$ cat src/rtl/xb_read32_arbiter.sv
// xb_read32_arbiter
// Merges two 24-bit sample sources into the Xillybus read_32 host stream.
// A round-robin arbiter feeds a tagging stage and a standard
// (non-fall-through) FIFO.
// Host open/close sequences the block. Closing the device file flushes
// the FIFO and restarts sequence numbering.
// Optional feature: define XB_READ32_ARB_SEQ_EN to carry a 6-bit
// per-channel sequence number in bits [29:24]. Without it those bits are 0.
//
// state   | meaning
// CLOSED  | host not attached, sources held off
// RUN     | sources arbitrated into the FIFO
// FLUSH   | one cycle: clear FIFO, sequence counters and arbiter pointer

module xb_read32_arbiter #(
    parameter int DEPTH_LOG2 = 4
) (
    input  logic                  bus_clk,
    input  logic                  bus_rst,
    input  logic                  src0_valid,
    input  logic [23:0]           src0_data,
    output logic                  src0_ready,
    input  logic                  src1_valid,
    input  logic [23:0]           src1_data,
    output logic                  src1_ready,
    input  logic                  user_r_read_32_rden,
    input  logic                  user_r_read_32_open,
    output logic [31:0]           user_r_read_32_data,
    output logic                  user_r_read_32_empty,
    output logic                  user_r_read_32_eof,
    output logic [DEPTH_LOG2:0]   fifo_level
);

    localparam int DEPTH = 1 << DEPTH_LOG2;

    typedef enum logic [1:0] {
        ST_CLOSED = 2'd0,
        ST_RUN    = 2'd1,
        ST_FLUSH  = 2'd2
    } state_t;

    state_t                state_q;
    logic [31:0]           mem_q [0:DEPTH-1];
    logic [DEPTH_LOG2-1:0] wr_ptr_q;
    logic [DEPTH_LOG2-1:0] rd_ptr_q;
    logic [DEPTH_LOG2:0]   count_q;
    logic [DEPTH_LOG2:0]   count_d;
    logic [31:0]           rd_data_q;
    logic                  empty_q;
    logic                  last_q;

    logic                  full;
    logic                  run;
    logic                  grant1;
    logic                  push;
    logic                  pop;
    logic                  sel1;
    logic [5:0]            seq_field;
    logic [31:0]           wr_word;

`ifdef XB_READ32_ARB_SEQ_EN
    logic [5:0]            seq0_q;
    logic [5:0]            seq1_q;

    // Per-channel sequence counters, restarted by reset and by a flush.
    always_ff @(posedge bus_clk or posedge bus_rst) begin
        if (bus_rst) begin
            seq0_q <= 6'd0;
            seq1_q <= 6'd0;
        end else if (state_q == ST_FLUSH) begin
            seq0_q <= 6'd0;
            seq1_q <= 6'd0;
        end else begin
            if (src0_ready) seq0_q <= seq0_q + 6'd1;
            if (src1_ready) seq1_q <= seq1_q + 6'd1;
        end
    end

    assign seq_field = sel1 ? seq1_q : seq0_q;
`else
    assign seq_field = 6'd0;
`endif

    // Arbitration and handshake. Full uses only the registered count, so a
    // same-cycle pop never admits a write into a full FIFO.
    always_comb begin
        full       = count_q[DEPTH_LOG2];
        run        = (state_q == ST_RUN);
        grant1     = (src0_valid & src1_valid) ? ~last_q : src1_valid;
        src0_ready = run & ~full & src0_valid & ~grant1;
        src1_ready = run & ~full & src1_valid & grant1;
        push       = src0_ready | src1_ready;
        sel1       = src1_ready;
        pop        = user_r_read_32_rden & ~empty_q;
        wr_word    = {1'b0, sel1, seq_field, sel1 ? src1_data : src0_data};
        case ({push, pop})
            2'b10:   count_d = count_q + (DEPTH_LOG2+1)'(1);
            2'b01:   count_d = count_q - (DEPTH_LOG2+1)'(1);
            default: count_d = count_q;
        endcase
    end

    // FIFO storage; a write lands only while running with room available.
    always_ff @(posedge bus_clk) begin
        if (push) mem_q[wr_ptr_q] <= wr_word;
    end

    // Open/close FSM with registered FIFO control and read-side outputs.
    always_ff @(posedge bus_clk or posedge bus_rst) begin
        if (bus_rst) begin
            state_q   <= ST_CLOSED;
            wr_ptr_q  <= '0;
            rd_ptr_q  <= '0;
            count_q   <= '0;
            rd_data_q <= 32'd0;
            empty_q   <= 1'b1;
            last_q    <= 1'b1;
        end else begin
            if (pop) rd_data_q <= mem_q[rd_ptr_q];

            if (state_q == ST_FLUSH) begin
                wr_ptr_q <= '0;
                rd_ptr_q <= '0;
                count_q  <= '0;
                empty_q  <= 1'b1;
                last_q   <= 1'b1;
            end else begin
                if (push) begin
                    wr_ptr_q <= wr_ptr_q + 1'b1;
                    last_q   <= sel1;
                end
                if (pop) rd_ptr_q <= rd_ptr_q + 1'b1;
                count_q <= count_d;
                empty_q <= (count_d == '0);
            end

            case (state_q)
                ST_CLOSED: if (user_r_read_32_open) state_q <= ST_RUN;
                ST_RUN:    if (!user_r_read_32_open) state_q <= ST_FLUSH;
                ST_FLUSH:  state_q <= ST_CLOSED;
                default:   state_q <= ST_CLOSED;
            endcase
        end
    end

    assign user_r_read_32_data  = rd_data_q;
    assign user_r_read_32_empty = empty_q;
    assign user_r_read_32_eof   = 1'b0;
    assign fifo_level           = count_q;

endmodule

$ cat config.mk
export PLATFORM = sky130hd
export DESIGN_NAME = xb_read32_arbiter
export DESIGN_NICKNAME = d
export VERILOG_FILES = /design/src/rtl/xb_read32_arbiter.sv
export SDC_FILE = /design/constraint.sdc
export NUM_CORES = 1
export LEC_CHECK = 0
export ABC_AREA = 1
export CAP_MARGIN = 0
export CORE_MARGIN = 2
export CORE_UTILIZATION = 30
export DETAILED_ROUTE_END_ITERATION = 6
export GPL_TIMING_DRIVEN = 0
export PLACE_DENSITY_LB_ADDON = 0.08
export SLEW_MARGIN = 20
export SYNTH_ARGS = -nofsm -noshare
export SYNTH_HDL_FRONTEND = slang
export SYNTH_SLANG_ARGS = --single-unit
$ cat constraint.sdc
create_clock -name bus_clk -period 3.6 [get_ports bus_clk]
set_input_delay 0.36 -clock bus_clk [delete_from_list [all_inputs] [get_ports bus_clk]]
set_output_delay 0.36 -clock bus_clk [all_outputs]
set_load 0.01 [all_outputs]
==> results.md <==
- Crit Path Max Fanout: 26
- H-tree level count: 2
- CTS tree: done
- Area leader, netlist: edfxtp_1
- Worst vdd ir: 0.451 mV
- Hold buffers post-CTS: 0
- 1st-iter DRT viols: 887
- Clock sink count: 442
- Synth Area in Compound Gates: 7.41%
- Cell Area, Synth: between 0.015 and 0.02 sq mm
- Crit path arrival time: 2970 ps
- Vias: approximately 12000
- Total of max-cap violations: 0
- Register area share after synthesis: a little under three quarters
- Pre-CTS setup slack: -357 ps
- Overall overflow remaining after global route: 0
- RSZ-0062 raised after global routing: no
- Synth warn: 0
- Footprint of the multi-input gates: 0.00446 sq mm
- Leak: 0.00814 uW
- Multiplexer share of the synthesized area: less than 1%
- Syn_area_per_cell: 11.6 sq um
- Total Wirelength: ~60000 microns
- DP Wirelength: approximately 40000 microns
- DRC viols: 0
- TritonCTS Buffers: roughly 50
- Max Freq: approximately 300 MHz
- Worst-path clk slew: roughly 60 ps
- Clock Skew: about 21 ps
- Worst Max-Slew Pin Slew: between 1000 and 1500 ps
- Core box area: 0.0601 sq mm
- Share of cells above drive strength 1: a little over a tenth
- Vias in the first global route: 11800
- Rel. slew slack: 25.8%
- FF/Latch Area: about 0.013 sq mm
- Final period util: 92.6%
- Final Hold Fails: 0
- Startpoint Class: register
- Number of diodes: 0
- Distinct cells, synth: 31
- Post-route ant nets: 0
- Worst EP required: 3240 ps
- Filler cells: around 5900
- Post_cts resized: 0
- CTS Root Cell: clkbuf_16
- Register bit count reported by yosys: approximately 440
- Post-Synth Adder-Cell Area: less than 1%
- Largest family of logic cells by synthesized area: simple AND/OR/NAND/NOR gates
- Fraction of registers with async set/reset: a little under a tenth
- Boundary Pins: 95
- Clock Tree Buf Depth: 3
- Die Y: between 200 and 250 microns
- I/O Buffers: 86
- Syn Inst Count: between 1500 and 2000
- Vias per std cell: about 4.7
- Final Slew Violations: 0
- Initial antenna violation count: 0
- Min cycle time layout: about 3300 ps
- Layout Area Growth over Synthesis: 21.6%
- Setup Crit Path Kind: reg2out
- Pin count of the biggest net entering global routing: 30
- Post-synth EDFFs: 400
- Util after Layout: between 30% and 40%
- Dominant cells by area after synthesis: edfxtp_1 66%, nand2_1 10%, dfrtp_1 5.5%, nand3_1 3.3%, a21oi_1 2.5%
- Row count: 90
- Nets: between 1500 and 2000
- Top FF cell, synth: edfxtp_1
- Count leader, synth: nand2_1
- Cell Pwr Density: approximately 770 mW/mm^2
- Outcome: finished clean
- Worst setup margin: 266 ps
- Die Wd: around 250 microns
- Commonest cells post-synth: 492 x nand2_1, 400 x edfxtp_1, 118 x nand3_1, 113 x nor2_1, 89 x a21oi_1
- Clk Latency, worst-skew pair: about 600 ps
- Total track usage: 19.0%
- Share of the synthesized area in the top cell type: 66.2%
- Xor-xnor portion of the synthesized cell area: 0.0965%
- First-pass GRT wire length: roughly 85000 microns
- Average routed wire per standard cell: around 23 microns
- GPL Wtd Cong: 0.771
- Hold/Removal Path Class: in2async
- Die ar.: 0.0625 sq mm
- Endpoints failing setup: 0
- DRT Pass-1 Iters: 5
- Worst setup EP type: primary output
- Initial Utilization: between 30% and 40%
- Synth Area in Simple Gates: 16.1%
==> critical path: stages, from the launching register on <==
cell and delay, ps:
dfrtp_1 380, inv_1 80, nand2_1 80, nor2_1 210, nand2_2 200, inv_2 150
buf_2 610, clkdlybuf4s50_1 670
==> per-stage QoR <==
stage / power [uW] / TNS (ps) / hold slack (ps) / std cells / area [sq um]
2_1_floorplan: 9450 / 0 / 400 / 1576 / 18200
3_3_place_gp: 12000 / -181720 / 410 / 2444 / 20000
3_5_place_dp: 12000 / -662 / 417 / 2462 / 20400
4_1_cts: 17100 / 0 / 44.2 / 2558 / 22100
5_1_grt: 17800 / 0 / 59.4 / 2557 / 22100
6_report: 16900 / 0 / 58.3 / 2557 / 22100
==> kinds of logic after synthesis <==
| group | count (synthesis) |
|---|---|
| AOI/OAI and AO/OA | 243 |
| other | 1 |
| muxes | 1 |
| and+or+nand+nor | 732 |
| xor gates and xnor gates | 2 |
| adders and majority gates | 8 |
| DFF | 442 |
| buffers and inverters | 140 |
==> repair_timing <==
action / CTS / global route
endpoints found under the setup margin: 0 / 2
hold endpoints to repair: 0 / 0
buffers inserted: 0 / 0
==> layer usage <==
layer | part of all wire (%) | up-vias | GRT usage [%]
li1 | - | 5772 | -
met1 | 47 | 5960 | 26.7
met2 | 46 | 306 | 31.0
met3 | 4.6 | 71 | 2.90
met4 | 1.8 | 0 | 4.40
met5 | 0 | - | 0
==> registers in the layout, indices dropped and copies added, names as in the netlist <==
register,count
last_q,1
fifo_level,5
rd_ptr_q,4
state_q,2
wr_ptr_q,4
user_r_read_32_empty,1
mem_q,400
user_r_read_32_data,25
==> where the power goes <==
group | total [uW] | internal [uW] | leakage, uW | switching, uW
Sequential | 6230 | 6040 | 0.00411 | 190
Combinational | 5600 | 1700 | 0.00324 | 3900
Clock | 5080 | 2970 | 0.000797 | 2110
==> cells in the final DEF, fill, tap and decap left out, types with 28 or more instances in the layout <==
| master | count |
|---|---|
| clkbuf_16 | 52 |
| edfxtp_1 | 400 |
| nand2_1 | 492 |
| dfrtp_1 | 40 |
| inv_1 | 28 |
| nor2_1 | 108 |
| buf_2 | 39 |
| clkbuf_1 | 40 |
| clkdlybuf4s50_1 | 86 |
| a21oi_1 | 89 |
| o21ai_0 | 80 |
| nand3_1 | 118 |
==> area by class of cell <==
type	count	area share, %
Sequential cell	442	59.2
Multi-Input combinational cell	994	20.2
Clock buffer	72	6.46
Timing Repair Buffer	104	5.60
Tap cell	782	4.43
Buffer	95	2.37
Clock inverter	24	0.947
Inverter	44	0.760
==> path summary, 6_finish.rpt <==
check	from	to	slack, ps	cells past startpoint
worst max register to register	user_r_read_32_empty	user_r_read_32_empty	650	17
worst min-delay path	bus_rst	user_r_read_32_data[23]	60	2
min in group bus_clk	user_r_read_32_open	state_q[0]	330	3
worst max-delay path	state_q[1]	src1_ready	270	7
max in group asynchronous	bus_rst	user_r_read_32_empty	2990	3
worst min register to register	state_q[1]	state_q[0]	420	1
Power figures use the tool's default switching activity.
==> edit (config.mk and constraints unchanged) <==
`DEPTH_LOG2`: 4 -> 3.
--- a/src/rtl/xb_read32_arbiter.sv
+++ b/src/rtl/xb_read32_arbiter.sv
@@ -13,7 +13,7 @@
 // FLUSH   | one cycle: clear FIFO, sequence counters and arbiter pointer
 
 module xb_read32_arbiter #(
-    parameter int DEPTH_LOG2 = 4
+    parameter int DEPTH_LOG2 = 3
 ) (
     input  logic                  bus_clk,
     input  logic                  bus_rst,
Interface: changed (resized fifo_level); port bits go from 95 to 94. No check against the original RTL was run, so the function may have changed too.
==> edit against the original RTL <==
  * Combinational power shrank 42%
  * Synthesized cell count decreased by 46%
  * Area after synthesis down 45%
  * Cell area shrank 44%
  * Setup slack improved by 160 ps
  * Routed wire length fell by 53%
  * Sequential cell count shrank 203
  * Power shrank 43%
  * Critical endpoint unchanged
  * Largest power group unchanged
  * Highest routed layer unchanged
==> edit: results (changes against the original RTL) <==
Placed design
  • Number of port buffers: 85 (-1.2%)
  • GPL Wtd Cong: 0.714 (-7.4%)
  • DP Wirelength: 17700 µm (-56%)
  • Post-Place Cells: 1390 (-44%)
  • Placed inst area: 11300 µm² (-44%)
  • Pre-CTS setup slack: 299 ps (+656 ps)

Logic synthesis
  • Post-synth cell types: 28 (-9.7%)
  • Synth top cells by count: edfxtp_1, nand2_1, nor2_1, o21ai_0, o211ai_1
  • Syn_area_per_cell: 11.6 µm² (+0.11%)
  • Post-Synth Adder-Cell Area: 0.00632 (+0.000803)
  • XOR/XNOR share of the synthesized area: 0.00177 (+0.000804)
  • Ys async rst share: 0.163 (+0.0682)
  • Area contributors post-synth: edfxtp_1, dfrtp_1, nand2_1
  • Synth Area in Compound Gates: 0.0964 (+0.0224)
  • Post-synth EDFFs: 200 (-50%)

Detailed routing
  • Vias/cell: 4.56 (-3.7%)
  • Final WL: 28100 µm (-53%)
  • Sum of routed wire segments on met1: 13300 µm (-53%)
  • Met2 WL: 13500 µm (-51%)
  • WL met3: 952 µm (-65%)
  • Iteration-0 DRC Markers: 404 (-54%)

Clock tree
  • CTS buffer count: 29 (-43%)
  • Worst skew pair latency: 550 ps (-50 ps)
  • H-tree Lvls: 1 (-1)

Pwr
  • Switching Share: 0.353 (-0.0132)
  • P_leak: 4.51 nW (-45%)
  • Seq. pwr: 3.57 mW (-43%)
  • P_int: 6.23 mW (-42%)

STA
  • Hold Slack: 146 ps (+87.7 ps)
  • Skew final: 14.7 ps (-6.26 ps)

Global route
  • Met1 usage: 0.229 (-0.0380)
  • First-pass GRT wire length: 41700 µm (-51%)
  • Largest net degree at the start of global routing: 26 (-13%)

Run status
  • Status: completed

Worst setup path
  • Worst Path Arrival: 2820 ps (-150 ps)
  • Reg2reg start: last_q
  • R2r worst-path depth: 16 (-1)
==> edit: cell families (layout without fill, tap and decap cells) <==
kind of cell | Yosys count | count (layout)
simple gates | 353 | 353
other cells | 1 | 8
flops | 239 | 239
compound gates | 165 | 165
buf+inv | 90 | 230
xor+xnor | 2 | 2
fa+ha+maj | 5 | 5
==> edit: worst max path at each step <==
stage | slack [ps] | to | cells after the start
CTS | 310 | src1_ready | 7
global route | 220 | src1_ready | 7
floorplan | 1200 | user_r_read_32_empty | 15
global placement | 260 | user_r_read_32_empty | 16
finish | 420 | src1_ready | 7
detailed placement | 300 | user_r_read_32_empty | 16
==> edit: area by class of cell <==
type,count,share of cell area
Timing Repair Buffer,86,0.0709
Clock inverter,16,0.00856
Multi-Input combinational cell,533,0.203
Inverter,35,0.0109
Clock buffer,38,0.0675
Sequential cell,239,0.569
Tap cell,442,0.0450
Buffer,55,0.0260
